File: src/rtl/rr_arbiter_8_if.sv
// -----------------------------------------------------------------------------
// rr_arbiter_8_if: request/grant bundle for the 8-way round-robin arbiter.
//   req       8  requester k wants (or keeps holding) the resource
//   gnt       8  registered one-hot grant, zero when idle
//   gnt_idx   3  binary index of the current owner, zero when idle
//   gnt_valid 1  any grant active (OR of gnt)
//   timeout   1  one-cycle pulse when the watchdog revokes a grant
// master: the requester side; slave: the arbiter.
// -----------------------------------------------------------------------------
interface rr_arbiter_8_if;
   logic [7:0] req;
   logic [7:0] gnt;
   logic [2:0] gnt_idx;
   logic       gnt_valid;
   logic       timeout;

   modport master (
      output req,
      input  gnt,
      input  gnt_idx,
      input  gnt_valid,
      input  timeout
   );

   modport slave (
      input  req,
      output gnt,
      output gnt_idx,
      output gnt_valid,
      output timeout
   );
endinterface

File: src/rtl/rr_arbiter_8.sv
// -----------------------------------------------------------------------------
// rr_arbiter_8: round-robin arbiter sharing one resource among 8 requesters,
// with grant-hold (the owner keeps the grant while its req bit stays high) and
// an optional watchdog that force-releases an owner after MAX_HOLD cycles.
//   i_clk  system clock, rising edge
//   i_rst  asynchronous active-high reset
//   bus    rr_arbiter_8_if.slave (req in; gnt, gnt_idx, gnt_valid, timeout out)
// All outputs are registered; there is no combinational path from req.
// -----------------------------------------------------------------------------
module rr_arbiter_8 #(
   parameter int unsigned MAX_HOLD = 16  // 0 disables the watchdog, else 1..255
) (
   input  logic          i_clk,
   input  logic          i_rst,
   rr_arbiter_8_if.slave bus
);

   typedef enum logic [0:0] {StIdle, StGrant} state_e;

   localparam bit         WdEn     = (MAX_HOLD != 0);
   localparam logic [7:0] HoldLast = 8'(MAX_HOLD - 1);

   state_e     r_state, w_state_nxt;
   logic [7:0] r_gnt, w_gnt_nxt;
   logic [2:0] r_idx, w_idx_nxt;
   logic       r_timeout, w_timeout_nxt;
   logic [2:0] r_ptr, w_ptr_nxt;
   logic [7:0] r_cnt, w_cnt_nxt;

   logic [2:0] w_cand;
   logic [2:0] w_winner;
   logic       w_any;

   // First requester found scanning ptr, ptr+1, ... with 3-bit wrap.
   always_comb begin
      w_cand   = r_ptr;
      w_winner = r_ptr;
      w_any    = 1'b0;
      for (int i = 0; i < 8; i++) begin
         w_cand = r_ptr + 3'(i);
         if (!w_any && bus.req[w_cand]) begin
            w_winner = w_cand;
            w_any    = 1'b1;
         end
      end
   end

   always_comb begin
      w_state_nxt   = r_state;
      w_gnt_nxt     = r_gnt;
      w_idx_nxt     = r_idx;
      w_timeout_nxt = 1'b0;
      w_ptr_nxt     = r_ptr;
      w_cnt_nxt     = r_cnt;
      case (r_state)
         StIdle: begin
            if (w_any) begin
               w_state_nxt = StGrant;
               w_gnt_nxt   = 8'b1 << w_winner;
               w_idx_nxt   = w_winner;
               w_cnt_nxt   = 8'd0;
               w_ptr_nxt   = w_winner + 3'd1;  // owner drops to lowest priority
            end
         end
         StGrant: begin
            // Release is checked first so it beats a coincident watchdog expiry.
            if (!bus.req[r_idx]) begin
               w_state_nxt = StIdle;
               w_gnt_nxt   = 8'h00;
               w_idx_nxt   = 3'd0;
            end else if (WdEn && (r_cnt == HoldLast)) begin
               w_state_nxt   = StIdle;
               w_gnt_nxt     = 8'h00;
               w_idx_nxt     = 3'd0;
               w_timeout_nxt = 1'b1;
            end else if (r_cnt != 8'hFF) begin
               w_cnt_nxt = r_cnt + 8'd1;
            end
         end
         default: begin
            w_state_nxt = StIdle;
            w_gnt_nxt   = 8'h00;
            w_idx_nxt   = 3'd0;
         end
      endcase
   end

   always_ff @(posedge i_clk or posedge i_rst) begin
      if (i_rst) begin
         r_state   <= StIdle;
         r_gnt     <= 8'h00;
         r_idx     <= 3'd0;
         r_timeout <= 1'b0;
         r_ptr     <= 3'd0;
         r_cnt     <= 8'd0;
      end else begin
         r_state   <= w_state_nxt;
         r_gnt     <= w_gnt_nxt;
         r_idx     <= w_idx_nxt;
         r_timeout <= w_timeout_nxt;
         r_ptr     <= w_ptr_nxt;
         r_cnt     <= w_cnt_nxt;
      end
   end

   assign bus.gnt       = r_gnt;
   assign bus.gnt_idx   = r_idx;
   assign bus.gnt_valid = (r_state == StGrant);
   assign bus.timeout   = r_timeout;

endmodule

File: src/flat_wrapper.sv
// flat-port wrapper written by rule: the top's interface ports become plain ports
module rr_arbiter_8_flat 
#(
   parameter int unsigned MAX_HOLD = 16                                         
)
  (i_clk, i_rst, bus_req, bus_gnt, bus_gnt_idx, bus_gnt_valid, bus_timeout);
  rr_arbiter_8_if bus_i ();
  input  logic i_clk;
  input  logic i_rst;
  input wire logic [$bits(bus_i.req)-1:0] bus_req;
  output wire logic [$bits(bus_i.gnt)-1:0] bus_gnt;
  output wire logic [$bits(bus_i.gnt_idx)-1:0] bus_gnt_idx;
  output wire logic [$bits(bus_i.gnt_valid)-1:0] bus_gnt_valid;
  output wire logic [$bits(bus_i.timeout)-1:0] bus_timeout;
  assign bus_i.req = bus_req;
  assign bus_gnt = bus_i.gnt;
  assign bus_gnt_idx = bus_i.gnt_idx;
  assign bus_gnt_valid = bus_i.gnt_valid;
  assign bus_timeout = bus_i.timeout;
  rr_arbiter_8 #(.MAX_HOLD(MAX_HOLD)) u_core (.i_clk(i_clk), .i_rst(i_rst), .bus(bus_i));
endmodule
File: config.mk
export PLATFORM = sky130hd
export DESIGN_NAME = rr_arbiter_8_flat
export DESIGN_NICKNAME = d
export VERILOG_FILES = /design/src/rtl/rr_arbiter_8_if.sv /design/src/rtl/rr_arbiter_8.sv /design/src/flat_wrapper.sv
export SDC_FILE = /design/constraint.sdc
export NUM_CORES = 1
export LEC_CHECK = 0
export BUFFER_PORTS_ARGS = -buffer_cell sky130_fd_sc_hd__buf_2
export CORE_ASPECT_RATIO = 0.6
export CORE_MARGIN = 2
export CORE_UTILIZATION = 54
export CTS_CLUSTER_DIAMETER = 60
export CTS_CLUSTER_SIZE = 8
export DETAILED_ROUTE_END_ITERATION = 10
export MAX_ROUTING_LAYER = met4
export PLACE_DENSITY = 0.85
export SETUP_SLACK_MARGIN = 0.3
export SLEW_MARGIN = 20
export SYNTH_ARGS = -nofsm -noshare
export SYNTH_HDL_FRONTEND = slang
export SYNTH_SLANG_ARGS = --single-unit
File: constraint.sdc
create_clock -name i_clk -period 3.6 [get_ports i_clk]
set_clock_uncertainty 0.2 [all_clocks]
set_input_delay 0.72 -clock i_clk [delete_from_list [all_inputs] [get_ports i_clk]]
set_output_delay 0.72 -clock i_clk [all_outputs]
set_load 0.02 [all_outputs]
; After elaboration in Yosys (flattened, before gate mapping)
; Cells that the tools add are included.
[totals]
ff_bits = 24
latch_bits = 0
ram_bits = 0
rom_bits = 0
in_bits = 10
out_inout_bits = 13
elab_cells = 103
mem_count = 0
[op_classes]
n_addsub = 9
n_mul = 0
div_mod_pow = 0
n_lt_le_gt_ge = 9
n_eq_ne = 7
n_shift = 1
mux = 53
n_bitwise = 1
reduce_logical = 17
[op_table]
columns = operator, n
row1 = 8-bit 2-to-1 mux, 7
row2 = 3-bit by 4-bit less-than comparator with 1-bit output (second input constant), 9
row3 = 8-bit case mux with 2 select lines, 2
row4 = 3-bit 2-to-1 mux, 10
row5 = 1-bit binary-select mux with 3-bit select, 9
row6 = 1-bit 2-to-1 mux, 23
row7 = 3-bit adder (second input constant), 4
row8 = 8-bit by 1-bit adder with 8-bit output (second input constant), 1
row9 = 8-bit by 4-bit equality test with 1-bit output (second input constant), 1
row10 = 8-bit inequality test (second input constant), 1
row11 = 1-bit by 3-bit left shift with 8-bit output (first input constant), 1
row12 = 1-bit logical AND, 7
row13 = 1-bit logical NOT, 7
row14 = 3-bit by 1-bit adder with 3-bit output (second input constant), 2
row15 = 3-bit by 2-bit adder with 3-bit output (second input constant), 2
row16 = 2-bit inequality test (second input constant), 3
row17 = 3-bit case mux with 2 select lines, 1
row18 = 2-bit AND reduction, 2
row19 = 4-bit AND reduction, 1
row20 = 3-bit inequality test (second input constant), 1
row21 = 2-bit by 1-bit inequality test with 1-bit output (second input constant), 1
row22 = 1-bit case mux with 2 select lines, 1
row23 = 1-bit NOT, 1

; Longest topological paths before layout
; Gate-level depths: netlist (run 1).
[depth]
word_depth = 27
mapped_depth = 14
mapped_depth_nobuf = 13

; Least setup slack after synthesis (run 1)
; OpenSTA, ideal clock, no wires.
[synth_path]
path_kind = register to register
from = register u_core.r_ptr[0]
to = register u_core.r_ptr[2]
setup_ps = 117
arrival_time_ps = 3214
required_time_ps = 3283
path_slack_ps = 70
path_stages_with_launch = 15
synth_period_minus_slack_ps = 3530
cell_sequence = dfrtp_1 buf_2 inv_1 ha_1 xor2_1 mux4_2 a31oi_1 o21ai_0 a31o_2 xnor2_1 inv_1 ha_1 ha_1 nand2_1 nand2_1
[synth_via]
elab_chain_cells = 25
elab_cells_between_ends = 54
cone_classes = add/sub (8) / mux (31) / reduce/logical (15)
[synth_lines]
columns = element, line_no
row1 = "start, declared", rr_arbiter_8.sv:27  ; logic [2:0] r_ptr, w_ptr_nxt;
row2 = "start signal, assigned", rr_arbiter_8.sv:101  ; r_ptr <= w_ptr_nxt;
row3 = branches (longest 25 deep; another with 3-bit by 1-bit adder with 3-bit output), n/a
; Several ways; the timed one is not identified. The select of a mux whose other input is x is not followed.
; A chain may end at the register's enable or synchronous reset.

; Final worst setup path (run 1)
; Same ends and word-level chain as after synthesis.

==> results of run 1 <==
-- worst paths after layout --
path	startpoint	end	slack, ps	cells past startpoint
worst max-delay path	u_core.r_ptr[0]	u_core.r_ptr[2]	160	12
worst min-delay path	u_core.bus.gnt[2]	u_core.bus.gnt[2]	300	1
worst max register to register	u_core.r_ptr[0]	u_core.r_ptr[2]	160	12
worst min register to register	u_core.bus.gnt[2]	u_core.bus.gnt[2]	300	1
max in group asynchronous	i_rst	u_core.r_ptr[2]	2150	2
min in group asynchronous	i_rst	u_core.r_cnt[3]	430	2
-- cell usage after synthesis (all sizes together), types with 2 or more instances --
cell type  number  area (um2)
a21oi           5        25.0
a22o            2        17.5
a22oi           5        37.5
a2bb2oi         2        17.5
a31oi           5        43.8
a32o            6        60.1
and2            4        25.0
and3            3        23.8
buf             6        41.3
clkbuf          3        11.3
clkinv          2        7.51
dfrtp          24         601
ha              8         100
inv             6        22.5
mux2           11         124
mux2i          10         100
mux4           14         319
nand2          29         111
nand2b          2        12.5
nand3           7        40.0
nor2           11        48.8
nor2b           3        18.8
nor3            5        30.0
nor3b           2        15.0
nor4            4        40.0
o21ai          18        93.8
o22ai           3        18.8
or3             3        18.8
xnor2           4        35.0
xor2            4        35.0
-- what timing repair did --
item	CTS	global route
buffers inserted	4	14
setup endpoints to repair	10	14
gates resized for setup	11	29
cloned	0	3
pin swaps	1	11
-- sequential cells by signal (all words and copies together), names as in the netlist --
signal and count:
u_core.bus.gnt 8, u_core.r_ptr 3, u_core.bus.timeout 1, u_core.r_cnt 8
u_core.bus.gnt_valid 1, u_core.bus.gnt_idx 3
-- layer usage --
layer	routed length, um	part of all wire	global-route usage	vias up
li1	-	-	-	981
met1	3100	0.35	0.442	1152
met2	3620	0.41	0.445	322
met3	1420	0.16	0.118	95
met4	703	0.079	0.0755	0
met5	0	0	-	-
-- final cells by class --
cell class	count	area, um2
fill	222	873
tap	47	58.8
multi-input combinational	185	1700
timing repair buffer	61	465
sequential	24	603
clock buffer	4	55.1
inverter	8	33.8
-- metrics by stage --
stage	utilization	area, um2	hold WS [ps]	setup WS [ps]	TNS, ps
floorplan	-	2250	266	307	0
global placement	0.661	2500	283	11.7	0
detailed placement	0.661	2500	286	-6.05	-6.05
CTS	0.692	2620	304	308	0
global route	0.769	2910	309	74.0	0
finish	0.769	2910	296	164	0
-- cell families after synthesis --
kind of cell               Yosys count  share of synthesized area
xor gates and xnor gates             8                     0.0317
AOI/OAI and AO/OA                   56                      0.180
DFF                                 24                      0.272
adders and majority gates            8                     0.0453
muxes                               35                      0.246
and+or+nand+nor                     77                      0.188
buffers and inverters               17                     0.0373
==> metrics.txt, run 1 <==
status=completed; H-tree lvl count=1; slowest CP cell=mux4_2; Hold Buf Count CTS=0; WP data arrival=between 3000 and 4000 ps; CP Capture Type=register; distinct cell type count after synthesis=57; worst hold-check path type=register to register; dpl cells=a little over 300; vias after detailed routing=approximately 2.6k; total gr overflow=0; Seq/Total Area, Yosys=0.272; post-synthesis cell area=about 2200 um2; initial core utilization=0.584; critical path class=register to register; clock sink count=24; most common cell after layout, fill and taps aside=buf_4; drc violations=0; nets=~300; half-perimeter wire length after detailed placement=4960 um; final worst-path cycle share=0.955; vias in the first global route=1973; Routed WL=just under 9000 um; minimum clock period=3440 ps; layout cells sized above 1=0.461; worst rel slew slack=0.395; Die ar.=4640 um2; Gate Count Post-Synth=225; first-pass GRT wire length=roughly 11000 um; commonest cells after routing, fill and taps aside=buf_4, nand2_1, buf_2, dfrtp_1, mux4_2; crit-path leading delay family=multiplexers; gr usage total=0.319; antenna violations before repair=0; Vias/cell=slightly below 8; FMAX=291 MHz; slowest cell delay on critical path=540 ps; drt first pass iters=8; fin. max-slew vios=0; post-synthesis register bit count=24; max-cap violation count=0; Finished Layout Cells=roughly 330; pin count of the biggest net entering global routing=25; Top FF cell, synth=dfrtp_1; CTS root buf=clkbuf_8; Async S/R FF share, synth=1.00; synth warn=0; antenna viol nets, final=0; gp weighted congestion=1.03; DR iter-0 viols=approximately 460; Worst Path Required=approximately 3600 ps; FP Rows=17; TritonCTS clock tree=built; Port Buffers=22; IO Pins=23; Crit path buffers/inverters=3; syn nets=between 200 and 250; Die Wd=around 87 um; final hold vios=0; Tightest Pin Transition=~910 ps; CP max FO=6; critical-path cell list=buf_4, buf_12, mux2_4, mux4_2, buf_4, nor3b_1, o21ai_0, and2_4, ha_4, ha_1, nand2_1, nand2_1; cts bufs inserted=3; synthesized area per cell=9.83 um2; WL/cell=roughly 27 um; Clock Path Buffers=2; Clk pin slew, worst setup/hold paths=approximately 90 ps; worst skew pair latency=around 280 ps; RSZ-0062 raised after global routing=true; core area=3790 um2; EDFF count, synth=0; Inserted Diodes=0; setup violators final=0; Area growth, synth to finish=31.7%; CP startpoint kind=register; die height=approximately 54 um
Power of run 1 is not shown: default switching activity piles up to over one toggle a cycle in this logic, so the estimate is an artifact.
==> inputs of run 2 (changes only) <==
Settings changed: CORE_UTILIZATION 54 to 52, PLACE_DENSITY 0.85 to 0.83.
==> run 2 against run 1 <==
First-iteration DRC count decreased by 22%. Non-clock buffer count decreased by 10. Via count decreased by 11%. Final area fell by 2.5%. Register-to-register slack improved by 120 ps. Critical path type unchanged. Largest cell class unchanged.
==> metrics.txt, run 2 (same netlist as run 1, synthesis figures left out) <==
CP startpoint kind=register; core area=4100 um2 (+8.3%); WP data arrival=3290 ps (-110 ps); status=completed; gp weighted congestion=1.01 (-1.6%); Port Buffers=22 (unchanged); worst hold-check path type=register to register; max-cap violation count=0 (unchanged); worst skew pair latency=270 ps (about the same); total gr overflow=0 (unchanged); Final WS setup=281 ps (+117 ps); DR iter-0 viols=358 (-22%); Setup Total Neg Slack=0 ps (unchanged); Worst Setup EP=u_core.r_ptr[2]; Tightest Pin Transition=906 ps (-0.595 ps); setup violators final=0 (unchanged); M1 WL=2960 um (-4.4%); register area=603 um2 (unchanged); vias in the first global route=1817 (-7.9%); pin count of the biggest net entering global routing=25 (unchanged); worst rel slew slack=0.395 (+0.000397); vias after detailed routing=2270 (-11%); clock sink count=24 (unchanged); Die ar.=4810 um2 (+3.6%); area of the multi-input gates=1690 um2 (-0.37%); antenna viol nets, final=0 (unchanged); IO Pins=23 (unchanged); met2 WL=3040 um (-16%); Vias/cell=6.86 (-12%); Top Layer Used=met4; FMAX=301 MHz (+3.5%); cts bufs inserted=3 (unchanged); worst r2r src=u_core.r_ptr[0]; H-tree lvl count=1 (unchanged); TritonCTS clock tree=built; Inserted Diodes=0 (unchanged); final hold vios=0 (unchanged); layout cells sized above 1=0.432 (-0.0293); Clk pin slew, worst setup/hold paths=90 ps (about the same); Die Wd=88.2 um (+1.8%); Clock Path Buffers=2 (unchanged); nets=290 (-3.7%); Routed WL=7040 um (-20%); minimum clock period=3320 ps (-117 ps); final worst-path cycle share=0.922 (-0.0326); drt first pass iters=6 (-2); drc violations=0 (unchanged); met3 wire length=927 um (-35%); fin. max-slew vios=0 (unchanged); initial core utilization=0.539 (-0.0446); first-pass GRT wire length=9330 um (-12%); antenna violations before repair=0 (unchanged); half-perimeter wire length after detailed placement=4580 um (-7.5%); CTS root buf=clkbuf_8; critical path class=register to register; Area growth, synth to finish=28.4%; reg2reg setup slack=280 ps (+120 ps); FP Rows=18 (+1); CP max FO=6 (unchanged); worst reg-to-reg path cell count=13 (+1); Worst Path Required=3570 ps (about the same); most common cell after layout, fill and taps aside=nand2_1; worst reg2reg endpoint=u_core.r_ptr[2]; commonest cells after routing, fill and taps aside=nand2_1, buf_4, buf_2, dfrtp_1, mux4_2; RSZ-0062 raised after global routing=true; gr usage total=0.270 (-0.0495); fill count=284 (+28%); die height=54.5 um (+1.8%); setup slack at placement=63.8 ps (+69.9 ps); Critical path origin=u_core.r_ptr[0]; WL/cell=21.3 um (-21%); CP Capture Type=register
## run 2: changes by cell type in the layout (fill, tap and decap cells not counted), sizes merged
cell  before  now
a32o       7    6
buf       59   49
## run 2: timing repair
action	in CTS	in global routing
pin swaps	1	14
cloned	0	2
setup endpoints to repair	9	10
resized for setup	5	30
buffers inserted	3	8
hold buffers	0	0
## run 2: layout make-up
cell class              instances  share of cell area
inverters                       8              0.0115
clock buffers                   4              0.0194
flip-flops and latches         24               0.212
repair buffers                 51               0.135
multi-input cells             184               0.595
well taps                      60              0.0264
## run 2: worst min path at each step
stage	cells after the start	from	slack (ps)	to
2_1_floorplan	2	u_core.r_cnt[1]	270	u_core.r_cnt[1]
3_3_place_gp	1	u_core.bus.gnt[2]	280	u_core.bus.gnt[2]
3_5_place_dp	1	u_core.bus.gnt[2]	280	u_core.bus.gnt[2]
4_1_cts	1	u_core.bus.gnt[2]	300	u_core.bus.gnt[2]
5_1_grt	1	u_core.bus.gnt[3]	320	u_core.bus.gnt[3]
6_report	1	u_core.bus.gnt[2]	290	u_core.bus.gnt[2]
## run 2: worst max-delay path, stage by stage (launching register included)
cell	delay (ps)
dfrtp_2	490
clkbuf_16	200
ha_4	190
xnor2_2	250
mux4_2	450
buf_4	190
nor2b_2	160
o22ai_1	90
a221o_1	370
a22oi_1	170
a31oi_1	100
ha_4	260
nand2_1	50
nand2_1	60
## run 2: through the flow
| step | utilization | cells | hold slack, ps | area [um2] |
|---|---|---|---|---|
| finish | 0.693 | 331 | 293 | 2840 |
| global route | 0.693 | 331 | 315 | 2840 |
| CTS | 0.637 | 321 | 299 | 2610 |
| detailed placement | 0.612 | 314 | 280 | 2510 |
| global placement | 0.612 | 314 | 279 | 2510 |
| floorplan | - | 225 | 266 | 2250 |
## run 2: per-layer routing
metal / global-route usage / up-vias
li1: - / 967
met1: 0.404 / 1101
met2: 0.358 / 180
met3: 0.0950 / 22
met4: 0.0227 / 0
met5: - / -
Power of run 2 is left out for the same reason.
==> inputs of run 3 (changes only) <==
Settings changed: CORE_UTILIZATION 52 to 45, PLACE_DENSITY 0.83 to 0.72.
Clock period 3.6 ns to 3.4 ns, I/O delays scaled along.
==> run 3 against run 2 <==
Core utilization is 2.1 points lower. Wire length up 3.3%. Global-route usage increased by 1.1 points. Setup slack worse by 150 ps. Worst hold slack better by 18 ps. Die area grew 15%. Flip-flop and latch count did not move. Count of clock-buffer cells in the layout did not move. First-iteration DRC count decreased by 10%. Critical path type unchanged.
==> metrics.txt, run 3 (same netlist as run 1, synthesis figures left out) <==
status=completed; antenna violations before repair=0 (unchanged); half-perimeter wire length after detailed placement=5100 um (+11%); worst rel slew slack=0.392 (-0.00360); Clk pin slew, worst setup/hold paths=80 ps (about the same); TritonCTS clock tree=built; cts bufs inserted=3 (unchanged); Port Buffers=22 (unchanged); core area=4660 um2 (+14%); worst r2r src=u_core.r_ptr[0]; fill count=351 (+24%); initial core utilization=0.474 (-0.0649); layout cells sized above 1=0.508 (+0.0766); CTS root buf=clkbuf_8; fin. max-slew vios=0 (unchanged); drc violations=0 (unchanged); Layout Utilization=0.671 (-0.0213); register area=603 um2 (unchanged); final hold vios=0 (unchanged); most common cell after layout, fill and taps aside=buf_4; setup slack at placement=-48.9 ps (-113 ps); max-cap violation count=0 (unchanged); vias after detailed routing=2309 (+1.7%); CP startpoint kind=register; commonest cells after routing, fill and taps aside=buf_4, nand2_1, buf_2, dfrtp_1, mux4_2; drt first pass iters=5 (-1); Worst Setup EP=u_core.r_ptr[2]; pin count of the biggest net entering global routing=25 (unchanged); Die ar.=5510 um2 (+15%); WP data arrival=3280 ps (about the same); first-pass GRT wire length=11400 um (+22%); minimum clock period=3270 ps (-49.1 ps); IO Pins=23 (unchanged); CP max FO=5 (-1); RSZ-0062 raised after global routing=true; Hold Buf Count CTS=0 (unchanged); die height=58.3 um (+7.0%); final worst-path cycle share=0.962 (+0.0398); Final WS setup=130 ps (-151 ps); Tightest Pin Transition=911 ps (+5.40 ps); worst hold-check path type=register to register; critical path class=register to register; gr usage total=0.280 (+0.0107); Clock Path Buffers=2 (unchanged); gp weighted congestion=0.974 (-4.0%); dpl cells=337 (+7.3%); Area growth, synth to finish=41.5%; area of the multi-input gates=1770 um2 (+4.7%); nets=318 (+9.7%); Routed WL=7280 um (+3.3%); Critical path origin=u_core.r_ptr[0]; FMAX=306 MHz (+1.5%); WL/cell=20.1 um (-5.5%); Die Wd=94.5 um (+7.2%); clock sink count=24 (unchanged); FP Rows=19 (+1); antenna viol nets, final=0 (unchanged); Inserted Diodes=0 (unchanged); Vias/cell=6.38 (-7.0%); H-tree lvl count=1 (unchanged); total gr overflow=0 (unchanged); Finished Layout Cells=362 (+9.4%); DR iter-0 viols=322 (-10%); setup violators final=0 (unchanged); worst reg2reg endpoint=u_core.r_ptr[2]; Worst Path Required=3410 ps (-160 ps); reg2reg setup slack=130 ps (-150 ps); worst reg-to-reg path cell count=13 (unchanged); CP Capture Type=register; worst skew pair latency=270 ps (about the same); vias in the first global route=2106 (+16%); Setup Total Neg Slack=0 ps (unchanged)
==> run 3: per-stage QoR <==
step	hold WS, ps	instance area [um2]
after CTS	315	2950
after global placement	280	2680
after detailed placement	296	2680
after global routing	337	3130
final	311	3130
after floorplan	266	2260
==> run 3: layout make-up <==
class	instances	share of cell area
timing repair buffer	78	0.188
multi-input combinational	185	0.566
tap	63	0.0252
inverter	8	0.0108
sequential	24	0.193
clock buffer	4	0.0176
==> run 3: worst min-delay path by stage <==
stage	start	to	slack, ps	cells after the start
global route	u_core.bus.gnt[3]	u_core.bus.gnt[3]	340	1
detailed placement	u_core.bus.gnt[2]	u_core.bus.gnt[2]	300	1
global placement	u_core.bus.gnt[0]	u_core.bus.gnt[0]	280	1
CTS	u_core.bus.gnt[2]	u_core.bus.gnt[2]	320	1
floorplan	u_core.r_cnt[1]	u_core.r_cnt[1]	270	2
finish	u_core.bus.gnt[2]	u_core.bus.gnt[2]	310	1
==> run 3: worst max-delay path: stages, from the launching register on <==
cell     delay (ps)
dfrtp_2         470
inv_4            60
ha_4            290
mux4_2          580
buf_6           160
a32o_2          280
and4_4          190
a21oi_4         140
o22ai_4         100
and2_4          200
ha_4            170
ha_4            260
nand2_1          40
nand2_1          70
==> run 3: metal layers <==
metal | track usage | up-vias | part of all wire
met4 | 0.0393 | 0 | 0.016
met5 | - | - | 0
met2 | 0.394 | 146 | 0.43
met3 | 0.0602 | 19 | 0.10
li1 | - | 1030 | -
met1 | 0.427 | 1114 | 0.46
==> run 3: timing repair <==
action	4_1_cts	5_1_grt
pin swaps	11	7
setup endpoints to repair	19	21
gates resized for setup	19	27
buffers inserted	12	7
cloned	2	0
endpoints found under the hold margin	0	0
Power of run 3 is left out for the same reason.
